### src/rtl/osnt_rate_monitor_pkg.sv
// osnt_rate_monitor_pkg: shared types and arithmetic helpers for the OSNT rate monitor.
package osnt_rate_monitor_pkg;

    localparam int STRB_W     = 32;
    localparam int BYTE_CNT_W = $clog2(STRB_W + 1);

    typedef enum logic {IDLE, RUN} state_t;

    function automatic logic [BYTE_CNT_W-1:0] popcount(input logic [STRB_W-1:0] v);
        logic [BYTE_CNT_W-1:0] n;
        n = '0;
        for (int i = 0; i < STRB_W; i++) n = n + BYTE_CNT_W'(v[i]);
        return n;
    endfunction

    // Clamps a + b to 2^w-1; w must stay below 64.
    function automatic logic [63:0] sat_add(input logic [63:0] a, input logic [63:0] b,
                                            input int unsigned w);
        logic [64:0] sum;
        logic [64:0] max;
        sum = {1'b0, a} + {1'b0, b};
        max = (65'd1 << w) - 65'd1;
        return (sum > max) ? max[63:0] : sum[63:0];
    endfunction

endpackage

### src/rtl/osnt_axis_pipe_reg.sv
// osnt_axis_pipe_reg: one-stage AXI4-Stream register with full throughput.
module osnt_axis_pipe_reg #(
    parameter int DATA_W = 256,
    parameter int USER_W = 128
) (
    input  logic                i_clk,
    input  logic                i_rst_n,
    input  logic [DATA_W-1:0]   i_s_tdata,
    input  logic [DATA_W/8-1:0] i_s_tstrb,
    input  logic [USER_W-1:0]   i_s_tuser,
    input  logic                i_s_tvalid,
    input  logic                i_s_tlast,
    output logic                o_s_tready,
    output logic [DATA_W-1:0]   o_m_tdata,
    output logic [DATA_W/8-1:0] o_m_tstrb,
    output logic [USER_W-1:0]   o_m_tuser,
    output logic                o_m_tvalid,
    output logic                o_m_tlast,
    input  logic                i_m_tready
);

    assign o_s_tready = !o_m_tvalid || i_m_tready;

    always_ff @(posedge i_clk) begin
        if (!i_rst_n) begin
            o_m_tdata  <= '0;
            o_m_tstrb  <= '0;
            o_m_tuser  <= '0;
            o_m_tlast  <= 1'b0;
            o_m_tvalid <= 1'b0;
        end else if (i_s_tvalid && o_s_tready) begin
            o_m_tdata  <= i_s_tdata;
            o_m_tstrb  <= i_s_tstrb;
            o_m_tuser  <= i_s_tuser;
            o_m_tlast  <= i_s_tlast;
            o_m_tvalid <= 1'b1;
        end else if (i_m_tready) begin
            o_m_tvalid <= 1'b0;
        end
    end

endmodule

### src/rtl/osnt_rate_monitor.sv
// osnt_rate_monitor: inline AXI4-Stream stage measuring bytes and packets per
// programmable cycle window, with saturating counters and snapshot outputs.
module osnt_rate_monitor
    import osnt_rate_monitor_pkg::*;
#(
    parameter int C_S_AXIS_DATA_WIDTH  = 256,
    parameter int C_S_AXIS_TUSER_WIDTH = 128,
    parameter int C_S_AXI_DATA_WIDTH   = 32,
    parameter int C_CNT_WIDTH          = 32
) (
    input  logic                              axi_aclk,
    input  logic                              axi_aresetn,
    input  logic [C_S_AXIS_DATA_WIDTH-1:0]    s_axis_tdata,
    input  logic [C_S_AXIS_DATA_WIDTH/8-1:0]  s_axis_tstrb,
    input  logic [C_S_AXIS_TUSER_WIDTH-1:0]   s_axis_tuser,
    input  logic                              s_axis_tvalid,
    output logic                              s_axis_tready,
    input  logic                              s_axis_tlast,
    output logic [C_S_AXIS_DATA_WIDTH-1:0]    m_axis_tdata,
    output logic [C_S_AXIS_DATA_WIDTH/8-1:0]  m_axis_tstrb,
    output logic [C_S_AXIS_TUSER_WIDTH-1:0]   m_axis_tuser,
    output logic                              m_axis_tvalid,
    output logic                              m_axis_tlast,
    input  logic                              m_axis_tready,
    input  logic                              sw_rst,
    input  logic                              mon_en,
    input  logic [C_S_AXI_DATA_WIDTH-1:0]     window_cycles,
    output logic [C_CNT_WIDTH-1:0]            bytes_last,
    output logic [C_CNT_WIDTH-1:0]            pkts_last,
    output logic                              sat_last,
    output logic                              window_done
);

    localparam int CW1 = C_S_AXI_DATA_WIDTH + 1;
    localparam logic [C_CNT_WIDTH-1:0] CNT_MAX = '1;

    state_t                        r_state, w_state_nxt;
    logic [C_S_AXI_DATA_WIDTH-1:0] r_cnt;
    logic [C_CNT_WIDTH-1:0]        r_bytes, r_pkts, w_bytes_nxt, w_pkts_nxt;
    logic [BYTE_CNT_W-1:0]         w_inc;
    logic                          r_sat, w_sat_nxt, w_acc, w_en, w_term, w_live, w_close;

    osnt_axis_pipe_reg #(
        .DATA_W (C_S_AXIS_DATA_WIDTH),
        .USER_W (C_S_AXIS_TUSER_WIDTH)
    ) u_pipe (
        .i_clk      (axi_aclk),
        .i_rst_n    (axi_aresetn),
        .i_s_tdata  (s_axis_tdata),
        .i_s_tstrb  (s_axis_tstrb),
        .i_s_tuser  (s_axis_tuser),
        .i_s_tvalid (s_axis_tvalid),
        .i_s_tlast  (s_axis_tlast),
        .o_s_tready (s_axis_tready),
        .o_m_tdata  (m_axis_tdata),
        .o_m_tstrb  (m_axis_tstrb),
        .o_m_tuser  (m_axis_tuser),
        .o_m_tvalid (m_axis_tvalid),
        .o_m_tlast  (m_axis_tlast),
        .i_m_tready (m_axis_tready)
    );

    assign w_acc       = s_axis_tvalid && s_axis_tready;
    assign w_en        = mon_en && (window_cycles != '0);
    assign w_inc       = w_acc ? popcount(STRB_W'(s_axis_tstrb)) : '0;
    assign w_bytes_nxt = C_CNT_WIDTH'(sat_add(64'(r_bytes), 64'(w_inc), C_CNT_WIDTH));
    assign w_pkts_nxt  = C_CNT_WIDTH'(sat_add(64'(r_pkts), 64'(w_acc && s_axis_tlast), C_CNT_WIDTH));
    assign w_sat_nxt   = r_sat || (w_bytes_nxt == CNT_MAX) || (w_pkts_nxt == CNT_MAX);
    // Terminal test uses >= so a lowered window_cycles closes the window at once.
    assign w_term      = (CW1'(r_cnt) + CW1'(1)) >= CW1'(window_cycles);

    always_comb begin
        w_state_nxt = (sw_rst || !w_en) ? IDLE : RUN;
        w_live      = (r_state == RUN) && w_en && !sw_rst;
        w_close     = w_live && w_term;
    end

    always_ff @(posedge axi_aclk) begin
        if (!axi_aresetn) r_state <= IDLE;
        else              r_state <= w_state_nxt;
    end

    always_ff @(posedge axi_aclk) begin
        if (!axi_aresetn || sw_rst) begin
            r_cnt       <= '0;
            r_bytes     <= '0;
            r_pkts      <= '0;
            r_sat       <= 1'b0;
            bytes_last  <= '0;
            pkts_last   <= '0;
            sat_last    <= 1'b0;
            window_done <= 1'b0;
        end else begin
            window_done <= w_close;
            if (!w_live) begin
                r_cnt   <= '0;
                r_bytes <= '0;
                r_pkts  <= '0;
                r_sat   <= 1'b0;
            end else if (w_term) begin
                bytes_last <= w_bytes_nxt;
                pkts_last  <= w_pkts_nxt;
                sat_last   <= w_sat_nxt;
                r_cnt      <= '0;
                r_bytes    <= '0;
                r_pkts     <= '0;
                r_sat      <= 1'b0;
            end else begin
                r_cnt   <= r_cnt + C_S_AXI_DATA_WIDTH'(1);
                r_bytes <= w_bytes_nxt;
                r_pkts  <= w_pkts_nxt;
                r_sat   <= w_sat_nxt;
            end
        end
    end

endmodule
### config.mk
export PLATFORM = sky130hd
export DESIGN_NAME = osnt_rate_monitor
export DESIGN_NICKNAME = d
export VERILOG_FILES = /design/src/rtl/osnt_rate_monitor_pkg.sv /design/src/rtl/osnt_axis_pipe_reg.sv /design/src/rtl/osnt_rate_monitor.sv
export SDC_FILE = /design/constraint.sdc
export NUM_CORES = 1
export LEC_CHECK = 0
export ABC_AREA = 0
export BUFFER_PORTS_ARGS = -buffer_cell sky130_fd_sc_hd__buf_4
export CAP_MARGIN = 20
export CORE_AREA = 2 2 363 365
export CTS_CLUSTER_DIAMETER = 60
export DETAILED_ROUTE_END_ITERATION = 12
export DIE_AREA = 0 0 365 367
export SLEW_MARGIN = 15
export SYNTH_ARGS = -nofsm -noshare
export SYNTH_HDL_FRONTEND = slang
export SYNTH_HIERARCHICAL = 1
export SYNTH_SLANG_ARGS = --single-unit
export TNS_END_PERCENT = 10
### constraint.sdc
create_clock -name axi_aclk -period 20 [get_ports axi_aclk]
set_input_delay 3 -clock axi_aclk [delete_from_list [all_inputs] [get_ports axi_aclk]]
set_output_delay 3 -clock axi_aclk [all_outputs]
set_load 0.02 [all_outputs]
==> impl_metrics.csv <==
group,metric,value,unit
detailed_routing,wire_per_inst,18.98,µm
placed_design,place_congestion,0.8834,
floorplanning,ios,940,
detailed_routing,num_vias,22989,
yosys,syn-num-nets,3431,
floorplanning,design.die.area,134000,µm²
yosys,synth_ff_type,"sky130_fd_sc_hd__dfxtp_1",
yosys,synth.mux.area_fraction,0.1706,
cells_and_area,drive_above_1_share,0.2893,
clocking,clk_path_buf_depth,3,
global_routing,grt_pass1_vias,22602,
yosys,ys_seq_area_frac,0.4552,
flow_run,max-cap-violations,0,
global_routing,global_route_usage_sum,0.1507,
global_routing,initial_antenna_violation_count,27,
placed_design,numPortBuffers,939,
clocking,cts-htree-levels,3,
floorplanning,dieHeight,367,µm
hold_path,hold_path.class,"register to register",
yosys,yosys_register_bits,582,
cells_and_area,final_util,0.2830,
detailed_routing,detailedRoute.firstPassIterationCount,6,
timing,setup_viol,0,
yosys,synthTopCellsByArea,"sky130_fd_sc_hd__dfxtp_1 46%, sky130_fd_sc_hd__mux2i_1 17%, sky130_fd_sc_hd__nand2_1 13%, sky130_fd_sc_hd__nor2_1 2.7%, sky130_fd_sc_hd__ha_1 2.3%",
clocking,cts_root_buf,"sky130_fd_sc_hd__clkbuf_16",
timing,finalCritPeriodShare,0.5152,
floorplanning,start_util,0.1962,
cells_and_area,areaGrowthSynthToFinish,44.24,%
critical_path,timing.critical_path.arrival,10890,ps
yosys,synth_cell_types,71,
pwr,totalPowerFinal,3382,µW
yosys,syn-cell-area,25590,µm²
yosys,synthesis.area_per_instance,8.816,µm²
critical_path,endpoint_kind,"register",
clocking,number_of_gates_resized_after_cts,0,
floorplanning,die_x,365,µm
clocking,cts_sinks,582,
floorplanning,core_area,130500,µm²
critical_path,critical_path_class,"input pin to register",
timing,rsz0062_at_grt,"no",
clocking,cts_hold_buf,0,
yosys,yosysTopAreaCellShare,0.4552,
detailed_routing,postRouteAntennaNets,0,
yosys,synth_largest_area_cell,"sky130_fd_sc_hd__dfxtp_1",
timing,final-hold-violation-count,0,
detailed_routing,detail_route.wirelength,105800,µm
yosys,ys_async_sr_fraction,0,
global_routing,first_pass_grt_wire_length,150000,µm
timing,max-slew-margin-rel,0.2777,
yosys,synth_top_family_by_area,"simple AND/OR/NAND/NOR gates",
clocking,number_of_buffers_inserted_by_post_cts_setup_repair,0,
detailed_routing,drc,0,
critical_path,crit_path_max_fanout,15,
detailed_routing,detailedRoute.firstIterationViolations,1631,
clocking,cts_made_buffers,80,
placed_design,dpl.hpwl,83030,µm
global_routing,globalRoute.totalOverflow,0,
yosys,synth_adder_area_share,0.04302,
yosys,yosys.area_share.simple,0.2069,
critical_path,cp_startpoint_kind,"input pin",
floorplanning,placement_rows,133,
timing,finalWorstPathRequiredPeriod,10300,ps
timing,fin_worst_skew,27.06,ps
timing,max_clock_freq,97.06,MHz
pwr,power_leakage,0.01672,µW
cells_and_area,finish.instance_area,36920,µm²
yosys,yosys.area_share.xor_xnor,0.02601,
pwr,irDropWorstVdd,65.77,µV
cells_and_area,final_nets,4287,
detailed_routing,viasPerCell,4.124,
critical_path,crit_required,20590,ps
pwr,powerDensity,91.62,nW/µm²
outcome,status,"complete, no violations",
yosys,post_synthesis_instance_total,2903,
clocking,tritoncts,"built",
yosys,synth_compound_area_frac,0.04781,
timing,timing_max_transition_violations_final,0,
yosys,synthesis.yosys.warnings,6,
clocking,clk_pin_slew_worst_paths,60,ps
placed_design,dpl_cell_area,34180,µm²
timing,setup_tns,0,ps
yosys,synth_enable_flop_cells,0,
timing,worst_pin_slew,1083,ps
global_routing,grt_max_degree,118,
clocking,worst_skew_pair.late_latency,650,ps
-- state kept, by name, summed over array words and instances, names as in the netlist --
register / count
u_pipe/o_m_tlast: 1
window_done: 1
r_pkts: 32
bytes_last: 32
sat_last: 1
r_sat: 1
r_bytes: 32
u_pipe/o_m_tvalid: 1
r_cnt: 32
pkts_last: 32
r_state: 1
u_pipe/o_m_tdata: 256
u_pipe/o_m_tstrb: 32
u_pipe/o_m_tuser: 128
-- worst paths after layout --
| check | startpoint | to | slack (ps) | depth (start not counted) |
|---|---|---|---|---|
| worst max-delay path | s_axis_tstrb[11] | sat_last | 9700 | 26 |
| worst min register to register | u_pipe/o_m_tdata[57] | u_pipe/o_m_tdata[57] | 450 | 2 |
| worst max register to register | r_cnt[0] | bytes_last[18] | 14540 | 16 |
| worst min-delay path | u_pipe/o_m_tdata[57] | u_pipe/o_m_tdata[57] | 450 | 2 |
-- layout make-up --
type	instances	area (µm²)
timing repair buffer	960	7227
tap	1755	2196
clock buffer	107	2255
multi-input combinational	2024	12690
fill	13979	93550
antenna	1	2.502
clock inverter	35	475.5
inverter	111	416.7
sequential	582	11650
-- Yosys cell counts, types with 3 or more instances --
master                      instances
sky130_fd_sc_hd__a21o_1            10
sky130_fd_sc_hd__nand2_1          895
sky130_fd_sc_hd__o21ai_0           12
sky130_fd_sc_hd__xor2_1            34
sky130_fd_sc_hd__nand2b_1           3
sky130_fd_sc_hd__buf_2             45
sky130_fd_sc_hd__nand4b_1           3
sky130_fd_sc_hd__buf_1              4
sky130_fd_sc_hd__nor4_1            18
sky130_fd_sc_hd__nor2b_1           41
sky130_fd_sc_hd__a311oi_1          14
sky130_fd_sc_hd__and4_1            12
sky130_fd_sc_hd__and3_1            14
sky130_fd_sc_hd__nor3_1            16
sky130_fd_sc_hd__ha_1              48
sky130_fd_sc_hd__xnor2_1           42
sky130_fd_sc_hd__a21oi_1           38
sky130_fd_sc_hd__dfxtp_1          582
sky130_fd_sc_hd__inv_1            111
sky130_fd_sc_hd__buf_6             16
sky130_fd_sc_hd__a2111oi_0          4
sky130_fd_sc_hd__a2111o_1           3
sky130_fd_sc_hd__mux2i_1          435
sky130_fd_sc_hd__clkbuf_1         121
sky130_fd_sc_hd__or3_1              6
sky130_fd_sc_hd__fa_1              25
sky130_fd_sc_hd__a31oi_1            6
sky130_fd_sc_hd__o2111ai_1          3
sky130_fd_sc_hd__nand4_1           23
sky130_fd_sc_hd__a211oi_1          46
sky130_fd_sc_hd__nand3_1           35
sky130_fd_sc_hd__nor2_1           182
sky130_fd_sc_hd__and2_1             9
-- metrics by stage --
stage                     std cells  hold slack (ps)  setup slack [ps]
after global placement         5432            442.3              9100
after detailed placement       5432            446.5              9001
final                          5575            454.9              9697
after global routing           5574            468.7              9230
after CTS                      5574            456.6              9723
after floorplan                2903            448.0             10240
-- report_power, final --
part,switching (µW),total (µW),leakage [µW],internal (µW)
registers,31.8,1250,0.00477,1220
logic,371,661,0.0106,290
clock network,581,1470,0.00133,892
-- layout by cell type (no fill, tap or decap), types with 10 or more instances in the layout --
master	instances
sky130_fd_sc_hd__a211oi_1	46
sky130_fd_sc_hd__a21o_1	10
sky130_fd_sc_hd__a21oi_1	38
sky130_fd_sc_hd__a311oi_1	14
sky130_fd_sc_hd__and3_1	14
sky130_fd_sc_hd__and4_1	12
sky130_fd_sc_hd__buf_4	958
sky130_fd_sc_hd__clkbuf_1	13
sky130_fd_sc_hd__clkbuf_16	81
sky130_fd_sc_hd__clkbuf_8	13
sky130_fd_sc_hd__dfxtp_1	582
sky130_fd_sc_hd__fa_1	25
sky130_fd_sc_hd__ha_1	48
sky130_fd_sc_hd__inv_1	111
sky130_fd_sc_hd__mux2i_1	435
sky130_fd_sc_hd__nand2_1	894
sky130_fd_sc_hd__nand3_1	35
sky130_fd_sc_hd__nand4_1	23
sky130_fd_sc_hd__nor2_1	182
sky130_fd_sc_hd__nor2b_1	41
sky130_fd_sc_hd__nor3_1	15
sky130_fd_sc_hd__nor4_1	18
sky130_fd_sc_hd__o21ai_0	12
sky130_fd_sc_hd__xnor2_1	42
sky130_fd_sc_hd__xor2_1	34
-- cell families (layout without fill, tap and decap cells) --
group / after synthesis / count (layout)
flops: 582 / 582
fa+ha+maj: 73 / 73
buf+inv: 297 / 1213
other cells: 0 / 1
simple gates: 1272 / 1272
compound gates: 167 / 167
xor+xnor: 76 / 76
mux: 436 / 436
-- worst max-delay path: stages --
cell and delay, ps:
sky130_fd_sc_hd__buf_4 90, sky130_fd_sc_hd__inv_1 50, sky130_fd_sc_hd__fa_1 740, sky130_fd_sc_hd__fa_1 490, sky130_fd_sc_hd__fa_1 360, sky130_fd_sc_hd__inv_1 80
sky130_fd_sc_hd__fa_1 450, sky130_fd_sc_hd__fa_1 570, sky130_fd_sc_hd__inv_1 60, sky130_fd_sc_hd__fa_1 590, sky130_fd_sc_hd__inv_1 60, sky130_fd_sc_hd__ha_1 280
sky130_fd_sc_hd__a21o_1 160, sky130_fd_sc_hd__a21oi_1 210, sky130_fd_sc_hd__inv_1 60, sky130_fd_sc_hd__a21oi_1 150, sky130_fd_sc_hd__nor3b_1 80, sky130_fd_sc_hd__ha_1 400
sky130_fd_sc_hd__nand3_1 120, sky130_fd_sc_hd__a21oi_1 470, sky130_fd_sc_hd__o2111a_1 690, sky130_fd_sc_hd__nor3_1 220, sky130_fd_sc_hd__a2111o_1 450, sky130_fd_sc_hd__a2111o_1 420
sky130_fd_sc_hd__a2111o_1 440, sky130_fd_sc_hd__a31oi_1 170
-- metal layers --
layer	wire length, µm	vias up	global-route usage
li1	-	11291	-
met1	43830	10639	0.1836
met2	45120	851	0.2276
met3	13320	174	0.07391
met4	3371	34	0.05476
met5	187	-	0
No activity file was read; power rests on OpenSTA's default activity.
